## config.mk

```make
export PLATFORM = sky130hd
export DESIGN_NAME = button_event_arbiter_flat
export DESIGN_NICKNAME = d
export VERILOG_FILES = /design/src/rtl/button_event_arbiter_pkg.sv /design/src/rtl/button_event_arbiter_if.sv /design/src/rtl/button_event_arbiter_debounce.sv /design/src/rtl/button_event_arbiter.sv /design/src/flat_wrapper.sv
export SDC_FILE = /design/constraint.sdc
export NUM_CORES = 1
export LEC_CHECK = 0
export CORE_AREA = 2 2 67 69
export CTS_BUF_LIST = sky130_fd_sc_hd__clkbuf_8 sky130_fd_sc_hd__clkbuf_16
export DETAILED_ROUTE_END_ITERATION = 8
export DIE_AREA = 0 0 69 71
export MAX_ROUTING_LAYER = met4
export PLACE_DENSITY = 0.76
export RECOVER_POWER = 25
export SYNTH_ARGS = -nofsm -noshare
export SYNTH_HDL_FRONTEND = slang
export SYNTH_SLANG_ARGS = --single-unit
export TNS_END_PERCENT = 5
```

## constraint.sdc

```tcl
create_clock -name clk -period 1.3 [get_ports clk]
set_input_delay 0.195 -clock clk [delete_from_list [all_inputs] [get_ports clk]]
set_output_delay 0.195 -clock clk [all_outputs]
set_load 0.005 [all_outputs]
```

## src/rtl/button_event_arbiter_pkg.sv

```systemverilog
// Shared types and defaults for the button event arbiter: arbiter state encoding,
// default sizing and the debounce counter width helper.
package button_event_arbiter_pkg;

   typedef enum logic {
      ST_IDLE    = 1'b0,
      ST_PRESENT = 1'b1
   } arb_state_t;

   localparam int N_BTN_DEF        = 4;
   localparam int DEBOUNCE_CYC_DEF = 16;

   function automatic int cnt_width(input int cyc);
      return (cyc < 2) ? 1 : $clog2(cyc);
   endfunction

endpackage

```

## src/rtl/button_event_arbiter_if.sv

```systemverilog
// Single-event valid/ready port shared by all button channels.
interface button_event_arbiter_if #(
   parameter int ID_W = 2
);
   logic            evt_valid;
   logic [ID_W-1:0] evt_id;
   logic            evt_ready;

   modport master (output evt_valid, output evt_id, input evt_ready);
   modport slave  (input evt_valid, input evt_id, output evt_ready);
endinterface

```

## src/rtl/button_event_arbiter_debounce.sv

```systemverilog
// One button channel: 2-FF synchroniser, debounce counter and a registered
// one-cycle pulse on each accepted 0->1 level change.
module button_event_arbiter_debounce
   import button_event_arbiter_pkg::*;
#(
   parameter int DEBOUNCE_CYC = DEBOUNCE_CYC_DEF
) (
   input  logic clk,
   input  logic rst,
   input  logic raw,
   output logic rise
);

   localparam int CNT_W = cnt_width(DEBOUNCE_CYC);

   logic             sync_p0;
   logic             sync_p1;
   logic             stable;
   logic             stable_p2;
   logic [CNT_W-1:0] cnt;

   always_ff @(posedge clk) begin
      if (rst) begin
         sync_p0   <= 1'b0;
         sync_p1   <= 1'b0;
         stable    <= 1'b0;
         stable_p2 <= 1'b0;
         cnt       <= '0;
         rise      <= 1'b0;
      end else begin
         // p0/p1: metastability guard on the asynchronous pin
         sync_p0 <= raw;
         sync_p1 <= sync_p0;
         // debounce: any agreement with the accepted level restarts the count
         if (sync_p1 == stable) begin
            cnt <= '0;
         end else if (cnt == CNT_W'(DEBOUNCE_CYC - 1)) begin
            stable <= sync_p1;
            cnt    <= '0;
         end else begin
            cnt <= cnt + 1'b1;
         end
         // p2: edge detect against the previous accepted level
         stable_p2 <= stable;
         rise      <= stable & ~stable_p2;
      end
   end

endmodule

```

## src/rtl/button_event_arbiter.sv

```systemverilog
// Debounced button front end: per-channel press pulses are held as pending events
// and handed out one at a time over a valid/ready port in round-robin order.
module button_event_arbiter
   import button_event_arbiter_pkg::*;
#(
   parameter int N_BTN        = N_BTN_DEF,
   parameter int DEBOUNCE_CYC = DEBOUNCE_CYC_DEF,
   parameter int ID_W         = 2
) (
   input  logic                  clk,
   input  logic                  rst,
   input  logic [N_BTN-1:0]      btn_in,
   button_event_arbiter_if.master evt,
   output logic [N_BTN-1:0]      pending,
   output logic [N_BTN-1:0]      overrun,
   input  logic                  ovr_clr
);

   logic [N_BTN-1:0] rise;
   logic [N_BTN-1:0] clr;
   logic [N_BTN-1:0] set_ovr;
   arb_state_t       state;
   logic             valid;
   logic [ID_W-1:0]  cur_id;
   logic [ID_W-1:0]  last_grant;
   logic [ID_W-1:0]  pick;
   logic [ID_W-1:0]  idx;
   logic             found;
   logic             hs;

   for (genvar i = 0; i < N_BTN; i++) begin : g_ch
      button_event_arbiter_debounce #(
         .DEBOUNCE_CYC(DEBOUNCE_CYC)
      ) u_ch (
         .clk  (clk),
         .rst  (rst),
         .raw  (btn_in[i]),
         .rise (rise[i])
      );
   end

   assign hs            = valid & evt.evt_ready;
   assign evt.evt_valid = valid;
   assign evt.evt_id    = cur_id;

   always_comb begin
      clr = '0;
      if (hs) clr[cur_id] = 1'b1;
   end

   // A press landing on the same cycle as its own acceptance is a fresh event, not an overrun.
   assign set_ovr = rise & pending & ~clr;

   // Search starts just after the last grant so that channel gets lowest priority.
   always_comb begin
      pick  = '0;
      idx   = '0;
      found = 1'b0;
      for (int k = 1; k <= N_BTN; k++) begin
         idx = ID_W'((int'(last_grant) + k) % N_BTN);
         if (!found && pending[idx]) begin
            pick  = idx;
            found = 1'b1;
         end
      end
   end

   always_ff @(posedge clk) begin
      if (rst) begin
         state      <= ST_IDLE;
         valid      <= 1'b0;
         cur_id     <= '0;
         last_grant <= ID_W'(N_BTN - 1);
         pending    <= '0;
         overrun    <= '0;
      end else begin
         pending <= (pending & ~clr) | rise;
         overrun <= (ovr_clr ? '0 : overrun) | set_ovr;
         case (state)
            ST_IDLE: begin
               if (|pending) begin
                  cur_id <= pick;
                  valid  <= 1'b1;
                  state  <= ST_PRESENT;
               end
            end
            ST_PRESENT: begin
               if (evt.evt_ready) begin
                  valid      <= 1'b0;
                  last_grant <= cur_id;
                  state      <= ST_IDLE;
               end
            end
            default: begin
               valid <= 1'b0;
               state <= ST_IDLE;
            end
         endcase
      end
   end

endmodule
```

## src/flat_wrapper.sv

```systemverilog
// flat-port wrapper written by rule: the top's interface ports become plain ports
module button_event_arbiter_flat import button_event_arbiter_pkg::*;
#(
   parameter int N_BTN        = N_BTN_DEF,
   parameter int DEBOUNCE_CYC = DEBOUNCE_CYC_DEF,
   parameter int ID_W         = 2
)
  (clk, rst, btn_in, pending, overrun, ovr_clr, evt_evt_valid, evt_evt_id, evt_evt_ready);
  button_event_arbiter_if #(.ID_W(ID_W)) evt_i ();
  input  logic clk;
  input  logic rst;
  input  logic [N_BTN-1:0] btn_in;
  output logic [N_BTN-1:0] pending;
  output logic [N_BTN-1:0] overrun;
  input  logic ovr_clr;
  output wire logic [$bits(evt_i.evt_valid)-1:0] evt_evt_valid;
  output wire logic [$bits(evt_i.evt_id)-1:0] evt_evt_id;
  input wire logic [$bits(evt_i.evt_ready)-1:0] evt_evt_ready;
  assign evt_evt_valid = evt_i.evt_valid;
  assign evt_evt_id = evt_i.evt_id;
  assign evt_i.evt_ready = evt_evt_ready;
  button_event_arbiter #(.N_BTN(N_BTN), .DEBOUNCE_CYC(DEBOUNCE_CYC), .ID_W(ID_W)) u_core (.clk(clk), .rst(rst), .btn_in(btn_in), .evt(evt_i), .pending(pending), .overrun(overrun), .ovr_clr(ovr_clr));
endmodule
```

==> impl_results.md, run 1 <==
- R2R depth: 5
- Xor/xnor share of the synthesized area: between 5 and 6%
- Flop and latch count out of synthesis: 50
- Post-route ant nets: 0
- Pwr per Cell Area: 1087 mW/mm²
- Worst Hold Path Cells: 1
- Tot GR Track Use: between 10% and 20%
- Prevailing post-synth register cell: dfxtp_1
- Vias in the first global route: between 1000 and 1500
- CP Cell Sequence: buf_6 > and2b_1 > a22oi_1 > or4_1 > a311oi_1
- Synth warn: 0
- Ant. Diodes: 0
- Initial antenna violation count: 0
- Synth area leaders: dfxtp_1, nor2_1, nor2b_1
- Total Neg Setup Slack: -0.1638 ns
- Final nets: approximately 240
- Core area: about 0.0042 mm²
- Static Leak: 0.0009539 µW
- Clk_skew: 0.005626 ns
- Worst min path class: flip-flop to flip-flop
- First-iteration detailed-routing DRC count: 85
- Total power: roughly 2500 µW
- Fin crit period: 1.388 ns
- Iteration count of the initial detailed-routing pass: 4
- First-pass GRT wire length: about 5500 µm
- Crit path DAT: 1.59 ns
- Netlist cell types: 34
- Main combinational cell family by area after synthesis: simple AND/OR/NAND/NOR gates
- Startpoint types: flip-flop
- Pre-CTS setup slack: -0.1586 ns
- Mapped Avg Cell Area: 9.586 µm²
- Reg2Reg Capture Point: u_core.evt.evt_id[1]$_SDFFE_PP0P_
- Via density: about 4.9
- Slew @ Worst Pin: 0.3403 ns
- CTS H-tree depth: 2
- Post-Syn Area: 0.001841 mm²
- Crit path launch: u_core.pending[3]$_SDFF_PP0_
- Total Wirelength: 3106 µm
- Root Driver: clkbuf_8
- Post-synthesis compound-gate area fraction: 9.313%
- Worst r2r src: u_core.pending[3]$_SDFF_PP0_
- Die ar.: 0.004899 mm²
- Ys async rst share: 0%
- Final setup margin: -0.08754 ns
- Max VDD drop: 695.3 µV
- Outcome: finished, violations left
- Failing checks: negative setup slack
- Slowest stage cell, crit path: or4_1
- Avg WL per Cell: 11.01 µm
- Final hold vios: 0
- # rows: 24
- Total CTS buffers: 5
- Die H: 71 µm
- Yosys top cell area share: 54.38%
- Cell depth of the worst setup path: 5
- Setup Viol. Count Final: 2
- Simple-Gate Fraction of Synth Area: between 20% and 30%
- Most frequent cells in the layout: dfxtp_1, nor2_1, nor2b_1, buf_4
- Post-synthesis cell count: around 190
- Final period util: 106.7%
- Grt total ovfl: 0
- Clock transition at path regs: 0.09 ns
- # port buffers: 18
- Sequential area share after synthesis: a little over half
- Worst EP required: 1.50 ns
- Cell family with most CP delay: simple AND/OR/NAND/NOR gates
- Share of layout cells above drive strength 1: a little under a fifth
- Final Max Tran Viols: 0
- Worst path max stage delay: roughly 0.4 ns
- Area grow syn2layout: 25.49%
- I/O pin total: 19
- Clock Sink Count: 50
- Effective utilization at floorplan: about 44%
- Worst path bufs/invs: 1
- Synth area leader: dfxtp_1
- Fmax: 720.7 MHz
- RSZ-0062 raised after global routing: yes
- Clock Tree Buf Depth: 2
- Hold wc startpoint: u_core.g_ch[2].u_ch.stable_p2$_SDFF_PP0_
- Commonest non-fill, non-tap cell in the layout: dfxtp_1
- R2R setup slack: -0.09 ns
- Post-synth EDFFs: 0
- DR vias: 1383
- Adder-cell share of the synthesized area: ~2.7%
- Die Wd: slightly below 70 µm
- Hold path endpoint: u_core.g_ch[2].u_ch.rise$_SDFF_PP0_
- Crit. End Element: flip-flop
- Largest net degree at the start of global routing: 15
- Crit Path Max Fanout: 6
- Post-route DRC: 0
- Mux cell area share after synthesis: 2.175%
- CTS tree: yes
- Post-layout util: 54.94%
- Placer Congestion: 0.8062
- Kind of critical path: flip-flop to flip-flop
- Post-DP HPWL: 2276 µm
- Syn nets: 204
- Slew HR: 77.31%
- Worst-Skew Late Latency: 0.29 ns
- Max_cap viols: 0
-- worst reg2reg max path, cell delays in order (launching register included) --
cell      delay [ns]
dfxtp_4         0.35
buf_6           0.11
and2b_1         0.14
a22oi_1         0.08
or4_1           0.41
a311oi_1        0.22
-- cells in the mapped netlist, types with 3 or more instances --
cell type,instances
dfxtp_1,50
nor2_1,34
nor2b_1,18
a21oi_1,10
inv_1,9
nand3_1,8
xnor2_1,7
nand2_1,5
xor2_1,5
and3_1,4
ha_1,4
mux2i_1,4
or3_1,4
clkbuf_1,3
o21ai_0,3
-- where the power goes --
group          switching, µW  internal, µW  leakage [µW]
combinational           34.1          41.4      0.000491
clock                    470           422     0.0000524
sequential              7.32          1540      0.000411
-- how the worst max path moves through the flow --
stage / to / slack, ns
final: u_core.evt.evt_id[1]$_SDFFE_PP0P_ / -0.09
after global routing: u_core.evt.evt_id[1]$_SDFFE_PP0P_ / -0.17
after CTS: pending[1] / -0.14
after detailed placement: u_core.pending[0]$_SDFF_PP0_ / -0.16
after global placement: u_core.pending[0]$_SDFF_PP0_ / -0.13
after floorplan: u_core.evt.evt_id[1]$_SDFFE_PP0P_ / -0.006
-- metrics by stage --
step	hold WS, ns	cells	area [µm²]
after floorplan	0.2741	192	1846
after global placement	0.3731	273	2180
after detailed placement	0.3726	273	2180
after CTS	0.3796	282	2301
after global routing	0.3825	282	2310
final	0.3765	282	2310
-- flip-flops by register name (all words and copies together), names as in the netlist --
register / cells
u_core.g_ch.u_ch.cnt: 16
u_core.g_ch.u_ch.rise: 4
u_core.g_ch.u_ch.stable: 4
u_core.g_ch.u_ch.stable_p2: 4
u_core.g_ch.u_ch.sync_p0: 4
u_core.g_ch.u_ch.sync_p1: 4
u_core.overrun: 4
u_core.pending: 4
u_core.evt.evt_id: 2
u_core.last_grant: 2
u_core.evt.evt_valid: 1
u_core.state: 1
-- cell type report --
type,count,area (µm²)
clock buffer,6,82.58
clock inverter,2,8.758
timing repair buffer,36,302.8
fill,396,1894
multi-input combinational,127,793.3
sequential,50,1023
inverter,9,33.78
tap,52,65.06
-- routing by layer --
| metal | GRT usage, % | vias to the layer above | part of all wire [%] |
|---|---|---|---|
| li1 | - | 714 | - |
| met1 | 16.17 | 636 | 44 |
| met2 | 24.79 | 28 | 49 |
| met3 | 3.989 | 5 | 4.6 |
| met4 | 5.882 | 0 | 1.5 |
| met5 | - | - | 0 |
-- what timing repair did --
action	CTS	global route
hold endpoints to repair	0	0
buffers inserted	1	0
endpoints found under the setup margin	21	16
pin swaps	0	1
resized for setup	25	6
hold buffers	0	0
-- cells by family (layout without fill, tap and decap cells) --
logic type,Yosys count,count (layout)
adder cells (fa/ha/maj),4,4
XOR/XNOR,12,12
AO/OA/AOI/OAI,26,26
flip-flops,50,50
AND/OR/NAND/NOR,81,81
buffers and inverters,15,53
multiplexers,4,4
Note: power is estimated with default switching activity, not from simulation.
==> run 2, diff against run 1 <==
- CORE_AREA: 2 2 67 69 -> 2 2 65 67
- DIE_AREA: 0 0 69 71 -> 0 0 67 69
- PLACE_DENSITY: 0.76 -> 0.8
- RECOVER_POWER: 25 -> 100
==> impl_results.md, run 2 (same netlist as run 1, synthesis figures left out) <==
- Crit Path Max Fanout: 4
- Reg2Reg Capture Point: u_core.evt.evt_id[1]$_SDFFE_PP0P_
- Fmax: 712.6 MHz
- Max_cap viols: 0
- Worst EP required: about 1.5 ns
- Worst path max stage delay: 0.40 ns
- Pre-CTS setup slack: -0.1443 ns
- Startpoint types: flip-flop
- # rows: 23
- Grt total ovfl: 0
- Min Hold Slack: 0.3830 ns
- Max VDD drop: between 600 and 700 µV
- Static Leak: 0.0009433 µW
- Most frequent cells in the layout: dfxtp_1, nor2_1, nor2b_1, buf_4, dlygate4sd2_1
- Total Wirelength: 3174 µm
- Setup Viol. Count Final: 2
- Most flop-heavy register: u_core.g_ch.u_ch.cnt
- I/O pin total: 19
- Outcome: finished, violations left
- Avg WL per Cell: around 11 µm
- Final setup margin: -0.1034 ns
- Die ar.: between 0.004 and 0.005 mm²
- Die Wd: between 60 and 70 µm
- Final Max Tran Viols: 0
- Post-DP HPWL: 2352 µm
- Hold wc startpoint: u_core.g_ch[3].u_ch.stable_p2$_SDFF_PP0_
- CTS H-tree depth: 2
- Commonest non-fill, non-tap cell in the layout: dfxtp_1
- CP Cell Sequence: buf_4 > and2b_1 > a22oi_1 > or4_1 > a311oi_1
- Kind of critical path: flip-flop to flip-flop
- Clock Sink Count: 50
- Ant. Diodes: 0
- Failing checks: negative setup slack
- Post-route ant nets: 0
- Iteration count of the initial detailed-routing pass: 4
- Area grow syn2layout: 26.99%
- Pwr per Cell Area: 1076 mW/mm²
- Worst Hold Path Cells: 1
- Root Driver: clkbuf_8
- Die H: 69 µm
- Via density: 4.877
- First-pass GRT wire length: between 5000 and 6000 µm
- Placed cell area: ~0.0022 mm²
- Share of layout cells above drive strength 1: roughly 20%
- RSZ-0062 raised after global routing: yes
- Post-route DRC: 0
- Total CTS buffers: 5
- CTS tree: yes
- Slew @ Worst Pin: 0.3562 ns
- Worst r2r src: u_core.pending[3]$_SDFF_PP0_
- Tot GR Track Use: 16.18%
- Max FFs per register: 16
- First-iteration detailed-routing DRC count: 87
- Fin crit period: 1.403 ns
- Fin area: around 0.0023 mm²
- Final period util: 108.0%
- Final std cells w/o fill: 284
- Effective utilization at floorplan: 47.03%
- Slowest stage cell, crit path: or4_1
- Placer Congestion: 0.8636
- Worst min path class: flip-flop to flip-flop
- R2R depth: 5
- Worst-Skew Late Latency: 0.30 ns
- Clock Tree Buf Depth: 2
- # port buffers: 18
- DP Cell Count: 275
- Clk_skew: ~0.0053 ns
- Vias in the first global route: 1336
- Hold path endpoint: u_core.g_ch[3].u_ch.rise$_SDFF_PP0_
- Initial antenna violation count: 0
- Largest net degree at the start of global routing: 15
- Slew HR: between 70% and 80%
- Core area: 0.003914 mm²
- DR vias: 1385
- R2R setup slack: -0.10 ns
- Clock transition at path regs: 0.08 ns
- Final nets: 245
- Crit. End Element: flip-flop
- Final hold vios: 0
- Crit path DAT: 1.61 ns
run 2: changes by cell type in the layout (fill, tap and decap cells not counted), sizes merged:
cell	delta
clkbuf	+5
buf	-1
dlygate4sd2	+1
dlymetal6s2s	-1
run 2: cell type report:
type / instances / area, µm²
clock buffers: 6 / 82.58
well taps: 50 / 62.56
fillers: 375 / 1577
inverters: 9 / 33.78
flip-flops and latches: 50 / 1026
multi-input cells: 127 / 812.0
clock inverters: 2 / 8.758
repair buffers: 40 / 311.5
run 2: metrics by stage:
step / TNS [ns] / power (µW) / utilization, %
after floorplan: -0.006056 / 1620 / -
after global placement: -1.592 / 1670 / 56.39
after detailed placement: -1.814 / 1672 / 56.39
after CTS: -0.1586 / 2560 / 59.72
after global routing: -0.5256 / 2632 / 59.72
final: -0.1609 / 2514 / 59.72
run 2: worst max-delay path by stage:
stage                                             from                                end  slack (ns)  cells after the start
after CTS                 u_core.pending[3]$_SDFF_PP0_  u_core.evt.evt_id[1]$_SDFFE_PP0P_       -0.10                      5
after global placement                   evt_evt_ready       u_core.pending[0]$_SDFF_PP0_       -0.13                      5
after global routing      u_core.pending[3]$_SDFF_PP0_  u_core.evt.evt_id[1]$_SDFFE_PP0P_       -0.17                      4
final                     u_core.pending[3]$_SDFF_PP0_  u_core.evt.evt_id[1]$_SDFFE_PP0P_       -0.10                      5
after floorplan           u_core.pending[3]$_SDFF_PP0_  u_core.evt.evt_id[1]$_SDFFE_PP0P_      -0.006                      5
after detailed placement                 evt_evt_ready       u_core.pending[0]$_SDFF_PP0_       -0.14                      5
run 2: what timing repair did:
action / in CTS / in global routing
gates cloned: 0 / 0
hold buffers: 0 / 0
resized for setup: 29 / 7
buffers inserted: 1 / 0
endpoints found under the setup margin: 25 / 15
run 2: critical path: cells and delay by family (launching register included):
family,cells,cell delay [ns]
AND/OR/NAND/NOR,2,0.53
AO/OA/AOI/OAI,2,0.30
buffers and inverters,1,0.12
flip-flops,1,0.36
run 2: layer usage:
metal	part of all wire [%]	track usage (%)
met4	0.91	7.710
met1	45	19.36
met2	50	24.75
met5	0	-
met3	4.6	4.568
run 2: power breakdown:
part,internal [µW],switching [µW],total (µW)
Combinational,42.1,34.8,76.8
Sequential,1530,7.05,1540
Clock,422,474,896
Total,2000,516,2510
